<file path="config.mk">
export PLATFORM = sky130hd
export DESIGN_NAME = instr_prefetch
export DESIGN_NICKNAME = d
export VERILOG_FILES = /design/src/rtl/instr_prefetch.sv
export SDC_FILE = /design/constraint.sdc
export NUM_CORES = 1
export LEC_CHECK = 0
export BUFFER_PORTS_ARGS = -buffer_cell sky130_fd_sc_hd__buf_2
export CORE_MARGIN = 3
export CORE_UTILIZATION = 40
export CTS_CLUSTER_DIAMETER = 120
export DETAILED_ROUTE_END_ITERATION = 10
export PLACE_DENSITY_LB_ADDON = 0.08
export RECOVER_POWER = 50
export SYNTH_ARGS = -nofsm -noshare
export SYNTH_HDL_FRONTEND = slang
export SYNTH_SLANG_ARGS = --single-unit
</file>
<file path="constraint.sdc">
create_clock -name clk -period 3.4 [get_ports clk]
set_input_delay 0.34 -clock clk [delete_from_list [all_inputs] [get_ports clk]]
set_output_delay 0.34 -clock clk [all_outputs]
set_load 0.02 [all_outputs]
</file>
<file path="src/rtl/instr_prefetch.sv">
`default_nettype none
// ============================================================================
// Module      : instr_prefetch
// Description : Instruction prefetch queue between the MMU instruction port
//               and the controlpath, with segv halt and redirect restart.
// Revision    : 1.0 - initial release
// ============================================================================
module instr_prefetch #(
    parameter int          DEPTH    = 4,
    parameter logic [31:0] RESET_PC = 32'h0000_0000
) (
    input  logic        clk,
    input  logic        rst,
    input  logic        redirect,
    input  logic [31:0] redirect_pc,
    output logic [31:0] fetch_addr,
    output logic        fetch_req,
    input  logic [31:0] mmu_instr,
    input  logic        mmu_wait,
    input  logic        mmu_segv,
    output logic [31:0] instruction,
    output logic [31:0] instr_pc,
    output logic        instr_valid,
    output logic        instr_fault,
    input  logic        pc_inc
);

    localparam int                 C_PTR_W = $clog2(DEPTH);
    localparam logic [C_PTR_W:0]   C_DEPTH = (C_PTR_W + 1)'(DEPTH);

    localparam logic [0:0] S_RUN  = 1'b0;
    localparam logic [0:0] S_HALT = 1'b1;

    logic [31:0]        r_mem_word [DEPTH];
    logic [31:0]        r_mem_pc   [DEPTH];
    logic [DEPTH-1:0]   r_mem_fault;
    logic [C_PTR_W-1:0] r_rd_ptr;
    logic [C_PTR_W-1:0] r_wr_ptr;
    logic [C_PTR_W:0]   r_count;
    logic [0:0]         r_state;
    logic [31:0]        r_fetch_addr;

    logic w_not_empty;
    logic w_accept;
    logic w_deq;

    assign w_not_empty = (r_count != '0);
    assign fetch_req   = (r_state == S_RUN) && (r_count < C_DEPTH) && !redirect;
    assign w_accept    = fetch_req && !mmu_wait;
    assign w_deq       = pc_inc && w_not_empty && !redirect;

    assign fetch_addr  = r_fetch_addr;
    assign instr_valid = w_not_empty;
    assign instruction = w_not_empty ? r_mem_word[r_rd_ptr]  : 32'h0;
    assign instr_pc    = w_not_empty ? r_mem_pc[r_rd_ptr]    : 32'h0;
    assign instr_fault = w_not_empty ? r_mem_fault[r_rd_ptr] : 1'b0;

    // Storage is not reset: entries are only visible through r_count.
    always_ff @(posedge clk) begin
        if (!rst && w_accept) begin
            r_mem_word[r_wr_ptr]  <= mmu_segv ? 32'h0 : mmu_instr;
            r_mem_pc[r_wr_ptr]    <= r_fetch_addr;
            r_mem_fault[r_wr_ptr] <= mmu_segv;
        end
    end

    always_ff @(posedge clk) begin
        if (rst) begin
            r_rd_ptr     <= '0;
            r_wr_ptr     <= '0;
            r_count      <= '0;
            r_state      <= S_RUN;
            r_fetch_addr <= RESET_PC;
        end else if (redirect) begin
            r_rd_ptr     <= '0;
            r_wr_ptr     <= '0;
            r_count      <= '0;
            r_state      <= S_RUN;
            r_fetch_addr <= {redirect_pc[31:2], 2'b00};
        end else begin
            if (w_accept) begin
                r_wr_ptr <= r_wr_ptr + 1'b1;
                // A faulting fetch freezes the address until a redirect.
                if (mmu_segv) begin
                    r_state <= S_HALT;
                end else begin
                    r_fetch_addr <= r_fetch_addr + 32'd4;
                end
            end
            if (w_deq) begin
                r_rd_ptr <= r_rd_ptr + 1'b1;
            end
            case ({w_accept, w_deq})
                2'b10:   r_count <= r_count + 1'b1;
                2'b01:   r_count <= r_count - 1'b1;
                default: r_count <= r_count;
            endcase
        end
    end

endmodule
`default_nettype wire

</file>
# [Yosys cells after proc, flatten, opt, wreduce, memory -nomap -nowiden]
# Memory sizes are Yosys's and may differ from the RTL's. A register that Yosys moved wholly into a read port is not among the register bits.
# Index checks and enable logic that the tools add are counted.
[classes] n_mux=19 n_lt_le_gt_ge=4 bitwise=2 add_sub_neg=5 n_eq_ne=3 reduce_logical=17
[op_table] cell="32-bit two-way mux" n=6
[op_table] cell="32-bit by 3-bit adder with 32-bit output (second input constant)" n=1
[op_table] cell="2-bit two-way mux" n=4
[op_table] cell="1-bit logical AND" n=7
[op_table] cell="2-bit by 3-bit less-than comparator with 1-bit output (second input constant)" n=2
[op_table] cell="3-bit one-hot mux with 2 select lines" n=1
[op_table] cell="2-bit AND reduction" n=3
[op_table] cell="1-bit two-way mux" n=5
[op_table] cell="2-bit by 1-bit adder with 2-bit output (second input constant)" n=2
[op_table] cell="4-bit bitwise mux" n=1
[op_table] cell="2-bit nonzero test" n=2
[op_table] cell="3-bit by 1-bit adder with 3-bit output (second input constant)" n=1
[op_table] cell="1-bit zero test" n=3
[op_table] cell="3-bit less-than comparator (second input constant)" n=1
[op_table] cell="3-bit nonzero test" n=1
[op_table] cell="3-bit by 1-bit subtractor with 3-bit output (second input constant)" n=1
[op_table] cell="1-bit binary-select mux with 2-bit select" n=1
[op_table] cell="1-bit demux with 2-bit select" n=1
[op_table] cell="2-bit by 1-bit equality test with 1-bit output (second input constant)" n=1
[op_table] cell="2-bit equality test (second input constant)" n=1
[op_table] cell="2-bit by 1-bit greater-or-equal comparator with 1-bit output (second input constant)" n=1
[op_table] cell="2-bit != test (second input constant)" n=1
[op_table] cell="1-bit NOT" n=2
[op_table] cell="2-bit OR reduction" n=1
[totals] ff_bits=44 mem_count=2 mem_bits_rw=256 out_inout_bits=99 wordCells=59
[memory_table] memory="r_mem_pc" words=4 width=32 read_ports=1 rd_clocked_by_memory_dff=1 write_ports=1 line="35" source="logic [31:0] r_mem_pc [DEPTH];"
[memory_table] memory="r_mem_word" words=4 width=32 read_ports=1 rd_clocked_by_memory_dff=1 write_ports=1 line="34" source="logic [31:0] r_mem_word [DEPTH];"

# [Logic depth before layout (Yosys ltp)]
# Gate-level depths: netlist (run 1).
[depth] depth_word=7 mapped_depth=8

# [Worst setup path before layout (run 1)]
# Ideal clock, no wire load.
[synth_timing] path_type="reg2reg" start="register r_state" end="register r_mem_fault[0], enable pin" arrival_ns=2.569 required_ns=2.972 setup_slack_ns=0.403 period_less_slack_ns=2.997 path_stages_with_launch=5 n_path_buf=0 path_cell_list="dfxtp_1 nor4_4 inv_2 nor2_1 and2_1"
[synth_between] elab_chain_len=5
[synth_lines] item="start: declaration" line="40" source="logic [0:0] r_state;"
[synth_lines] item="start signal: assignment" line="72" source="r_state <= S_RUN;"
[synth_lines] item="start signal: assignment" line="78" source="r_state <= S_RUN;"
[synth_lines] item="start signal: assignment" line="85" source="r_state <= S_HALT;"
[synth_lines] item="1-bit NOT" line="48" source="assign fetch_req = (r_state == S_RUN) && (r_count < C_DEPTH) && !redirect;"
[synth_lines] item="1-bit logical AND (2 in series)" line="48"
[synth_lines] item="1-bit logical AND" line="49" source="assign w_accept = fetch_req && !mmu_wait;"
[synth_lines] item="1-bit logical AND" line="60" source="if (!rst && w_accept) begin"
[synth_lines] item="end signal: indexed assignment" line="63" source="r_mem_fault[r_wr_ptr] <= mmu_segv;"
[synth_lines] item="end: declaration" line="36" source="logic [DEPTH-1:0] r_mem_fault;"
# No other way between the ends.
# A chain may end at the register's enable or synchronous reset.

# [Final worst setup path (run 1)]
[layout_timing] start="register r_count[2]" end="memory r_mem_pc[3][11], enable pin"
[layout_between] elab_chain_len=7
[layout_lines] item="start: declaration" line="39" source="logic [C_PTR_W:0] r_count;"
[layout_lines] item="start signal: assignment" line="94" source="2'b10: r_count <= r_count + 1'b1;"
[layout_lines] item="start signal: assignment" line="95" source="2'b01: r_count <= r_count - 1'b1;"
[layout_lines] item="start signal: assignment" line="96" source="default: r_count <= r_count;"
[layout_lines] item="3-bit less-than comparator" line="48"
[layout_lines] item="1-bit logical AND (2 in series)" line="48"
[layout_lines] item="1-bit logical AND" line="49"
[layout_lines] item="1-bit logical AND" line="60"
[layout_lines] item="1-bit two-way mux" line="60"
[layout_lines] item="1-bit two-way mux (not written as such)" line="62" source="r_mem_pc[r_wr_ptr] <= r_fetch_addr;"
[layout_lines] item="end: declaration" line="35"
# No other way between the ends.

==> out/metrics.csv, run 1 <==
metric,value,unit
Worst EP arrival,3.04,ns
sum of net half-perimeters after detailed placement,16400,um
post-layout minimum cycle time,2.88,ns
count of buffers from port buffering,162,
critical path depth,7,
detailed router's first-iteration violation count,356,
top flip-flop cell by instance count after synthesis,sky130_fd_sc_hd__edfxtp_1,
number of warning messages in the yosys log,0,
count of unresolved DRC violations after routing,0,
actual slew at the worst max-slew pin,1.09,ns
family with the most delay on the worst path,buffers and inverters,
Final Cycle Share,0.846,
most common cell type on the critical path,sky130_fd_sc_hd__clkbuf_1,
grt ovf,0,
routability-driven placement congestion ratio,0.818,
fmax,348,MHz
count of flip-flops with a built-in enable after synthesis,252,
setup repair after global routing missed its margin,false,
depth of the CTS H-tree,2,
sequential-to-total area share from yosys stat,0.699,
Cell Pwr Density,542,nW/um2
worst vdd rail ir drop,327,uV
die extent in x,179,um
setup violation total in the final timing report,0,
reg-to-reg critical path startpoint,r_count[2],
aggregate routed wire length,26900,um
wire length of the first global-routing pass,41200,um
vias per cell,5.25,
Clock Skews,0.0139,ns
share of async-settable or async-resettable flops after synthesis,0,
nature of the critical path endpoint,flip-flop,
gate count of the mapped netlist,708,
Worst Path Required,3.56,ns
post-route standard cell area excluding fillers,14300,um2
reg-to-reg setup timing slack,0.52,ns
CTS Buf Count,34,
"leading cell type in the layout, fill and taps excluded",sky130_fd_sc_hd__edfxtp_1,
initial antenna violation count,0,
number of buffers added to fix hold violations after cts,0,
fill cell instance count of the final layout,2515,
Clock Latency Late Sink,0.49,ns
mean instance size in the synthesized netlist,16.9,um2
crit path launch type,flip-flop,
Max Buffers Root-to-Sink,3,
leak pwr,4.85,nW
path class of the lowest-slack min-delay path,in2reg,
"commonest cells after routing, fill and taps aside","sky130_fd_sc_hd__edfxtp_1, sky130_fd_sc_hd__buf_2, sky130_fd_sc_hd__and2_1",
average routed wire per standard cell,20.8,um
critical path's largest stage delay,0.49,ns
startpoint of the most critical setup path,r_count[2],
via count,6796,
overall die height,179,um
number of global-route vias before repair,7219,
count of endpoints failing hold in the final timing report,0,
reported max-cap violation count,0,
count of different cell masters after synthesis,50,
effective utilization at floorplan,0.412,
highest-delay cell along the critical path,sky130_fd_sc_hd__and2_4,
area grow syn2layout,19.2,%
cell row count,62,
root buffer cell,sky130_fd_sc_hd__clkbuf_16,
CTS tree,done,
core box area,29100,um2
maximum fanout count along the critical path,39,
cell-by-cell trace of the critical path,clkbuf_1 -> nor4_4 -> clkbuf_1 -> inv_1 -> nor2_1 -> and2_4 -> buf_12,
Rel. slew slack,0.275,
Die ar.,32000,um2
largest net degree at the start of global routing,65,
status,"finished, final reports clean",
Yosys reg bits,292,
overall global routing resource usage,0.170,
critical setup path kind,reg2reg,
post-synthesis instance area,12000,um2
Resized Gates After CTS,0,
buffers plus inverters on the worst setup path,4,
number of buffers inserted by post-CTS setup repair,0,
number of clock sinks,292,
n_diodes,0,
Setup TNS,0,ns
worst reg-to-reg path cell count,7,
capturing element of the worst setup path,r_mem_pc[3][11],
final-report max-slew violation count,0,
final layout net count,962,
number of I/O pins,169,
cell area after placement,13300,um2
register clock-pin slew on the reported worst setup and hold paths,0.06,ns
antenna violation net count after detailed routing,0,
fraction of final layout cells with drive strength greater than 1,0.299,
first-pass iteration count of the detailed router,4,
end of the worst register-to-register path,r_mem_pc[3][11],
[routing by layer]
layer | routed length, um | up-vias | part of all wire | track usage
met1 | 11800 | 3468 | 0.44 | 0.232
met5 | 0 | - | 0 | 0
li1 | - | 3092 | - | -
met2 | 13100 | 203 | 0.49 | 0.279
met4 | 457 | 0 | 0.017 | 0.0451
met3 | 1560 | 33 | 0.058 | 0.0341
[kinds of logic after synthesis]
family / after synthesis / synth area share
multiplexers: 67 / 0.122
adder cells (fa/ha/maj): 7 / 0.00794
AND/OR/NAND/NOR: 218 / 0.109
buffers and inverters: 52 / 0.0188
other: 1 / 0.000313
AO/OA/AOI/OAI: 49 / 0.0265
XOR/XNOR: 22 / 0.0161
flip-flops: 292 / 0.699
[stage by stage]
| step | setup slack [ns] | utilization | power [W] | std cells | hold WS, ns |
|---|---|---|---|---|---|
| 3_3_place_gp | 1.01 | 0.457 | 0.00447 | 1233 | 0.478 |
| 3_5_place_dp | 0.969 | 0.457 | 0.00449 | 1233 | 0.503 |
| 4_1_cts | 0.592 | 0.493 | 0.00785 | 1294 | 0.0778 |
| 5_1_grt | 0.348 | 0.491 | 0.00802 | 1294 | 0.0960 |
| 2_1_floorplan | 0.403 | - | 0.00431 | 711 | 0.439 |
| 6_report | 0.523 | 0.491 | 0.00774 | 1294 | 0.103 |
[worst min path at each step]
stage / cells past startpoint / from / slack [ns] / endpoint
2_1_floorplan: 0 / mmu_segv / 0.44 / r_mem_fault[0]
3_3_place_gp: 2 / r_wr_ptr[1] / 0.48 / r_wr_ptr[1]
3_5_place_dp: 2 / r_wr_ptr[1] / 0.50 / r_wr_ptr[1]
4_1_cts: 3 / redirect_pc[2] / 0.08 / fetch_addr[2]
5_1_grt: 3 / redirect_pc[2] / 0.1 / fetch_addr[2]
6_report: 3 / redirect_pc[2] / 0.10 / fetch_addr[2]
[where the power goes]
group / total, W / switching [W] / internal, W / leakage, nW
registers: 0.00402 / 0.0000703 / 0.00395 / 2.63
clock network: 0.00334 / 0.00132 / 0.00201 / 0.499
logic: 0.000378 / 0.000235 / 0.000143 / 1.72
total: 0.00774 / 0.00163 / 0.00611 / 4.85
[cell usage after synthesis, types with 9 or more instances]
cell type / count / share of area
sky130_fd_sc_hd__edfxtp_1: 252 / 0.63
sky130_fd_sc_hd__and2_1: 73 / 0.038
sky130_fd_sc_hd__mux4_2: 63 / 0.12
sky130_fd_sc_hd__dfxtp_1: 40 / 0.067
sky130_fd_sc_hd__nor2_1: 36 / 0.011
sky130_fd_sc_hd__nor2b_1: 32 / 0.017
sky130_fd_sc_hd__clkbuf_1: 30 / 0.0094
sky130_fd_sc_hd__nand2_1: 23 / 0.0072
sky130_fd_sc_hd__a211oi_1: 12 / 0.0075
sky130_fd_sc_hd__a21oi_1: 12 / 0.0050
sky130_fd_sc_hd__xor2_1: 12 / 0.0088
sky130_fd_sc_hd__nand3_1: 10 / 0.0042
sky130_fd_sc_hd__xnor2_1: 10 / 0.0073
sky130_fd_sc_hd__a31oi_1: 9 / 0.0047
sky130_fd_sc_hd__inv_1: 9 / 0.0028
[tightest hold or removal path, delay by kind of cell]
family / cells / cell delay, ns
buffers and inverters: 1 / 0.08
AND/OR/NAND/NOR: 1 / 0.07
AO/OA/AOI/OAI: 1 / 0.07
[registers in the layout, summed over array words and instances, names as in the netlist, named ones only]
name and count:
fetch_addr 30, r_count 3, r_mem_pc 120, r_mem_word 128
r_wr_ptr 2, r_mem_fault 4, r_rd_ptr 2, r_state 1
[layout make-up]
class	instances	area, um2	area share
multi-input cells	367	3390	0.238
well taps	384	480	0.0336
repair buffers	180	958	0.0671
clock inverters	11	80.1	0.00561
clock buffers	50	952	0.0667
inverters	10	37.5	0.00263
flip-flops and latches	292	8380	0.587
Note: power is estimated with default switching activity, not from simulation.
==> inputs of run 2 (changes only) <==
Clock period 3.4 ns to 2.9 ns, I/O delays scaled along.
==> out/metrics.csv, run 2 (synthesized netlist as in run 1, its figures left out) <==
metric,value,unit,change
count of non-filler cells in the finished layout,1300,,+0.46%
actual slew at the worst max-slew pin,2.19,ns,+1.10 ns
setup violation total in the final timing report,0,,unchanged
violated checks,"capacitance limit, slew limit",,
part of the power in registers,0.534,,+0.014
fraction of final layout cells with drive strength greater than 1,0.302,,+0.00350
cell-by-cell trace of the critical path,buf_4 -> mux4_2 -> and2_1 -> buf_2,,
number of flip-flops in the largest register,128,,unchanged
average routed wire per standard cell,21.0,um,+1.0%
path class of the lowest-slack min-delay path,in2reg,,
core box area,29100,um2,unchanged
CTS Buf Count,31,,-8.8%
largest reg by FF count,r_mem_word,,
initial antenna violation count,0,,unchanged
n_diodes,0,,unchanged
part of the total power dissipated in the clock network,0.415,,-0.016
final-report max-slew violation count,40,,+40
CTS tree,done,,
Resized Gates After CTS,0,,unchanged
count of unresolved DRC violations after routing,0,,unchanged
reported max-cap violation count,1,,+1
antenna violation net count after detailed routing,0,,unchanged
register clock-pin slew on the reported worst setup and hold paths,0.06,ns,about the same
number of placed instances with taps included,1240,,+0.57%
depth of the CTS H-tree,1,,-1
critical setup path kind,reg2out,,
maximum fanout count along the critical path,12,,-69%
Clock Skews,0.0108,ns,-0.00312 ns
vias per cell,5.23,,-0.43%
routability-driven placement congestion ratio,0.811,,-0.89%
root buffer cell,sky130_fd_sc_hd__clkbuf_16,,
via count,6798,,+0.029%
Worst EP arrival,2.29,ns,-0.75 ns
switching power,0.00184,W,+13%
core occupancy in the finished layout,0.494,,+0.00331
highest-delay cell along the critical path,sky130_fd_sc_hd__dfxtp_4,,
worst vdd rail ir drop,405,uV,+24%
number of global-route vias before repair,7196,,-0.32%
Worst Path Required,2.61,ns,-0.95 ns
detailed router's first-iteration violation count,342,,-3.9%
reg-to-reg critical path startpoint,r_count[2],,
beginning of the worst hold path,redirect_pc[17],,
family with the most delay on the worst path,flip-flops,,
buffers plus inverters on the worst setup path,2,,-2
"commonest cells after routing, fill and taps aside","sky130_fd_sc_hd__edfxtp_1, sky130_fd_sc_hd__buf_2, sky130_fd_sc_hd__and2_1",,
count of buffers from port buffering,162,,unchanged
internal power consumption,0.00699,W,+14%
leak pwr,4.90,nW,+0.92%
aggregate routed wire length,27300,um,+1.5%
setup repair after global routing missed its margin,false,,
first-pass iteration count of the detailed router,6,,+2
Final Cycle Share,0.889,,
largest net degree at the start of global routing,65,,unchanged
fmax,388,MHz,
wire length of the first global-routing pass,42100,um,+2.1%
final layout net count,971,,+0.94%
cell row count,62,,unchanged
Die ar.,32000,um2,unchanged
critical path's largest stage delay,0.56,ns,+0.07 ns
area grow syn2layout,20.1,%,
overall die height,179,um,unchanged
Cell Pwr Density,614,nW/um2,+13%
Max Buffers Root-to-Sink,3,,unchanged
die extent in x,179,um,unchanged
Clock Latency Late Sink,0.54,ns,+0.05 ns
Setup TNS,0,ns,unchanged
Rel. slew slack,-0.462,,-0.736
status,"finished, violations left",,
grt ovf,0,,unchanged
number of I/O pins,169,,unchanged
crit path launch type,flip-flop,,
"leading cell type in the layout, fill and taps excluded",sky130_fd_sc_hd__edfxtp_1,,
overall global routing resource usage,0.172,,+0.00230
nature of the critical path endpoint,output port,,
sum of net half-perimeters after detailed placement,17100,um,+4.0%
post-layout minimum cycle time,2.58,ns,
count of endpoints failing hold in the final timing report,0,,unchanged
switching fraction of total power,0.208,,-0.00218
number of clock sinks,292,,unchanged
relative contribution of combinational cells to total power,0.051,,+0.002
effective utilization at floorplan,0.412,,unchanged
[run 2: cell count changes in the layout (fill, tap and decap cells not counted), moves of 2 or more]
cell                            delta
sky130_fd_sc_hd__clkbuf_16         -3
sky130_fd_sc_hd__clkinv_1          -3
sky130_fd_sc_hd__buf_4             +2
sky130_fd_sc_hd__and2_2            +3
sky130_fd_sc_hd__and2_4            -3
sky130_fd_sc_hd__dlygate4sd3_1     +4
sky130_fd_sc_hd__buf_12            +7
[run 2: per-stage QoR]
step	setup slack [ns]	power (W)	area (um2)	hold slack, ns
2_1_floorplan	0.591	0.00505	12000	0.389
3_3_place_gp	0.665	0.00525	13400	0.479
3_5_place_dp	0.618	0.00527	13400	0.507
4_1_cts	0.0642	0.00896	14400	0.000469
5_1_grt	0.189	0.00917	14400	0.00475
6_report	0.321	0.00883	14400	0.0180
[run 2: routing by layer]
layer | up-vias | wire length, um | GRT usage
met2 | 203 | 13400 | 0.290
met5 | - | 0 | 0
met3 | 34 | 1550 | 0.0303
met4 | 0 | 363 | 0.0282
li1 | 3098 | - | -
met1 | 3463 | 12000 | 0.239
[run 2: worst register-to-register path, cell delays in order (launching register included)]
cell	delay, ns
sky130_fd_sc_hd__dfxtp_1	0.36
sky130_fd_sc_hd__nor4_1	0.37
sky130_fd_sc_hd__inv_1	0.27
sky130_fd_sc_hd__nor2_1	0.26
sky130_fd_sc_hd__and2_2	0.63
sky130_fd_sc_hd__buf_12	0.27
[run 2: final timing paths]
path / end / slack [ns] / depth (start not counted)
worst max register to register: r_mem_pc[3][5] / 0.45 / 5
worst min-delay path: fetch_addr[17] / 0.02 / 3
worst min register to register: r_state / 0.51 / 2
worst max-delay path: instr_pc[31] / 0.32 / 4
[run 2: cell type report]
| type | instances | area, um2 |
|---|---|---|
| Tap cell | 384 | 480 |
| Timing Repair Buffer | 192 | 1150 |
| Clock inverter | 8 | 70.1 |
| Fill cell | 2531 | 14700 |
| Inverter | 10 | 37.5 |
| Clock buffer | 47 | 887 |
| Sequential cell | 292 | 8380 |
| Multi-Input combinational cell | 367 | 3380 |
[run 2: power by group through the flow]
stage,combinational (W),clock [W],sequential (W)
2_1_floorplan,0.000245,0,0.00481
6_report,0.000454,0.00366,0.00472
3_3_place_gp,0.000458,0,0.00480
3_5_place_dp,0.000465,0,0.00480
4_1_cts,0.000472,0.00378,0.00472
5_1_grt,0.000497,0.00395,0.00473
[run 2: repair_timing]
action                                 CTS  global route
endpoints found under the hold margin    4             0
buffers inserted                         0             1
setup endpoints to repair                0             3
hold buffers                             4             0
==> inputs of run 3 (changes only) <==
Clock period 2.9 ns to 3.15 ns, I/O delays scaled along.
==> out/metrics.csv, run 3 (synthesized netlist as in run 1, its figures left out) <==
metric,value,unit,change
first-pass iteration count of the detailed router,7,,+1
wire length of the first global-routing pass,42000,um,-0.18%
count of non-filler cells in the finished layout,1296,,-0.31%
cell-by-cell trace of the critical path,buf_4 -> mux4_2 -> and2_1 -> buf_2,,
fraction of final layout cells with drive strength greater than 1,0.299,,-0.00383
reported max-cap violation count,1,,unchanged
setup repair after global routing missed its margin,false,,
number of placed instances with taps included,1235,,-0.40%
critical path's largest stage delay,0.71,ns,+0.15 ns
area grow syn2layout,19.1,%,
buffers plus inverters on the worst setup path,2,,unchanged
fmax,365,MHz,
count of endpoints failing hold in the final timing report,0,,unchanged
status,"finished, violations left",,
critical setup path kind,reg2out,,
die extent in x,179,um,unchanged
count of unresolved DRC violations after routing,0,,unchanged
Final Cycle Share,0.871,,
number of global-route vias before repair,7163,,-0.46%
antenna violation net count after detailed routing,0,,unchanged
Cell Pwr Density,570,nW/um2,-7.3%
average routed wire per standard cell,21.3,um,+1.1%
nature of the critical path endpoint,output port,,
overall global routing resource usage,0.173,,+0.000739
family with the most delay on the worst path,flip-flops,,
leak pwr,4.85,nW,-1.0%
"leading cell type in the layout, fill and taps excluded",sky130_fd_sc_hd__edfxtp_1,,
number of flip-flops in the largest register,128,,unchanged
cell row count,62,,unchanged
initial antenna violation count,0,,unchanged
count of buffers from port buffering,162,,unchanged
fill cell instance count of the final layout,2485,,-1.8%
post-layout minimum cycle time,2.74,ns,
Worst EP arrival,2.43,ns,+0.14 ns
Setup TNS,0,ns,unchanged
overall die height,179,um,unchanged
Die ar.,32000,um2,unchanged
final layout net count,964,,-0.72%
"commonest cells after routing, fill and taps aside","sky130_fd_sc_hd__edfxtp_1, sky130_fd_sc_hd__buf_2, sky130_fd_sc_hd__and2_1",,
largest reg by FF count,r_mem_word,,
routability-driven placement congestion ratio,0.837,,+3.3%
final-report max-slew violation count,40,,unchanged
CTS Buf Count,31,,unchanged
detailed router's first-iteration violation count,296,,-13%
setup violation total in the final timing report,0,,unchanged
maximum fanout count along the critical path,23,,+11
register cell area after layout,8380,um2,unchanged
highest-delay cell along the critical path,sky130_fd_sc_hd__dfxtp_4,,
Worst Path Required,2.83,ns,+0.22 ns
Rel. slew slack,-0.474,,-0.0127
grt ovf,0,,unchanged
number of I/O pins,169,,unchanged
worst vdd rail ir drop,364,uV,-10%
footprint of the multi-input gates,3390,um2,+0.56%
root buffer cell,sky130_fd_sc_hd__clkbuf_16,,
effective utilization at floorplan,0.412,,unchanged
depth of the CTS H-tree,1,,unchanged
aggregate routed wire length,27500,um,+0.80%
sum of net half-perimeters after detailed placement,17100,um,about the same
CTS tree,done,,
path class of the lowest-slack min-delay path,in2reg,,
Clock Skews,0.0131,ns,+0.00231 ns
vias per cell,5.23,,about the same
crit path launch type,flip-flop,,
number of clock sinks,292,,unchanged
violated checks,"capacitance limit, slew limit",,
reg-to-reg setup timing slack,0.48,ns,+0.03 ns
largest net degree at the start of global routing,65,,unchanged
number of buffers inserted by post-CTS setup repair,0,,unchanged
Max Buffers Root-to-Sink,3,,unchanged
core box area,29100,um2,unchanged
register clock-pin slew on the reported worst setup and hold paths,0.06,ns,about the same
via count,6779,,-0.28%
actual slew at the worst max-slew pin,2.21,ns,+0.0191 ns
Clock Latency Late Sink,0.55,ns,about the same
## run 3: cell count changes in the layout (fill, tap and decap cells not counted), moves of 2 or more
| cell | change |
|---|---|
| sky130_fd_sc_hd__and2_2 | -3 |
| sky130_fd_sc_hd__and2_4 | +3 |
| sky130_fd_sc_hd__buf_12 | -6 |
| sky130_fd_sc_hd__clkbuf_1 | +2 |
| sky130_fd_sc_hd__clkbuf_8 | +2 |
| sky130_fd_sc_hd__inv_6 | -2 |
## run 3: final cells by class
class                   instances  share of cell area
flip-flops and latches        292               0.587
clock inverters                 6             0.00219
multi-input cells             367               0.238
diodes                          1            0.000175
inverters                      10             0.00263
repair buffers                185              0.0714
well taps                     384              0.0337
clock buffers                  51              0.0647
## run 3: worst reg2reg max path: stages, from the launching register on
cell                       delay (ns)
sky130_fd_sc_hd__dfxtp_1         0.38
sky130_fd_sc_hd__nor4_4          0.26
sky130_fd_sc_hd__clkbuf_1        0.32
sky130_fd_sc_hd__inv_1           0.28
sky130_fd_sc_hd__nor2_1          0.30
sky130_fd_sc_hd__and2_4          0.53
sky130_fd_sc_hd__buf_4           0.31
## run 3: final timing paths
kind,to,startpoint,cells past startpoint
worst max-delay path,instr_pc[22],flip-flop,4
worst min-delay path,fetch_addr[5],redirect_pc[5],3
worst max register to register,r_mem_pc[0][24],r_count[2],6
worst min register to register,r_wr_ptr[1],r_wr_ptr[1],2
## run 3: timing repair
item | 4_1_cts | 5_1_grt
resized for setup | 0 | 0
hold buffers | 3 | 0
hold endpoints to repair | 3 | 0
## run 3: report_power, final
part	total, W	leakage (nW)	switching (W)	internal (W)
Sequential	0.00434	2.63	0.0000773	0.00427
Clock	0.00337	0.466	0.00139	0.00198
Combinational	0.000415	1.75	0.000256	0.000159
## run 3: layer usage
layer / track usage / share of wire / wire length, um / vias up
li1: - / - / - / 3092
met1: 0.237 / 0.43 / 11800 / 3424
met2: 0.290 / 0.49 / 13600 / 226
met3: 0.0296 / 0.061 / 1680 / 37
met4: 0.0370 / 0.017 / 476 / 0
met5: 0 / 0 / 0 / -
## run 3: through the flow
stage / worst slack, ns / hold slack (ns) / util / cell area (um2) / total power, W
after detailed placement: 0.763 / 0.494 / 0.458 / 13300 / 0.00485
final: 0.407 / 0.0359 / 0.490 / 14300 / 0.00812
after global placement: 0.821 / 0.480 / 0.458 / 13300 / 0.00483
after global routing: 0.240 / 0.0192 / 0.490 / 14300 / 0.00842
after floorplan: 0.153 / 0.414 / - / 12000 / 0.00465
after CTS: 0.299 / 0.000222 / 0.492 / 14300 / 0.00823
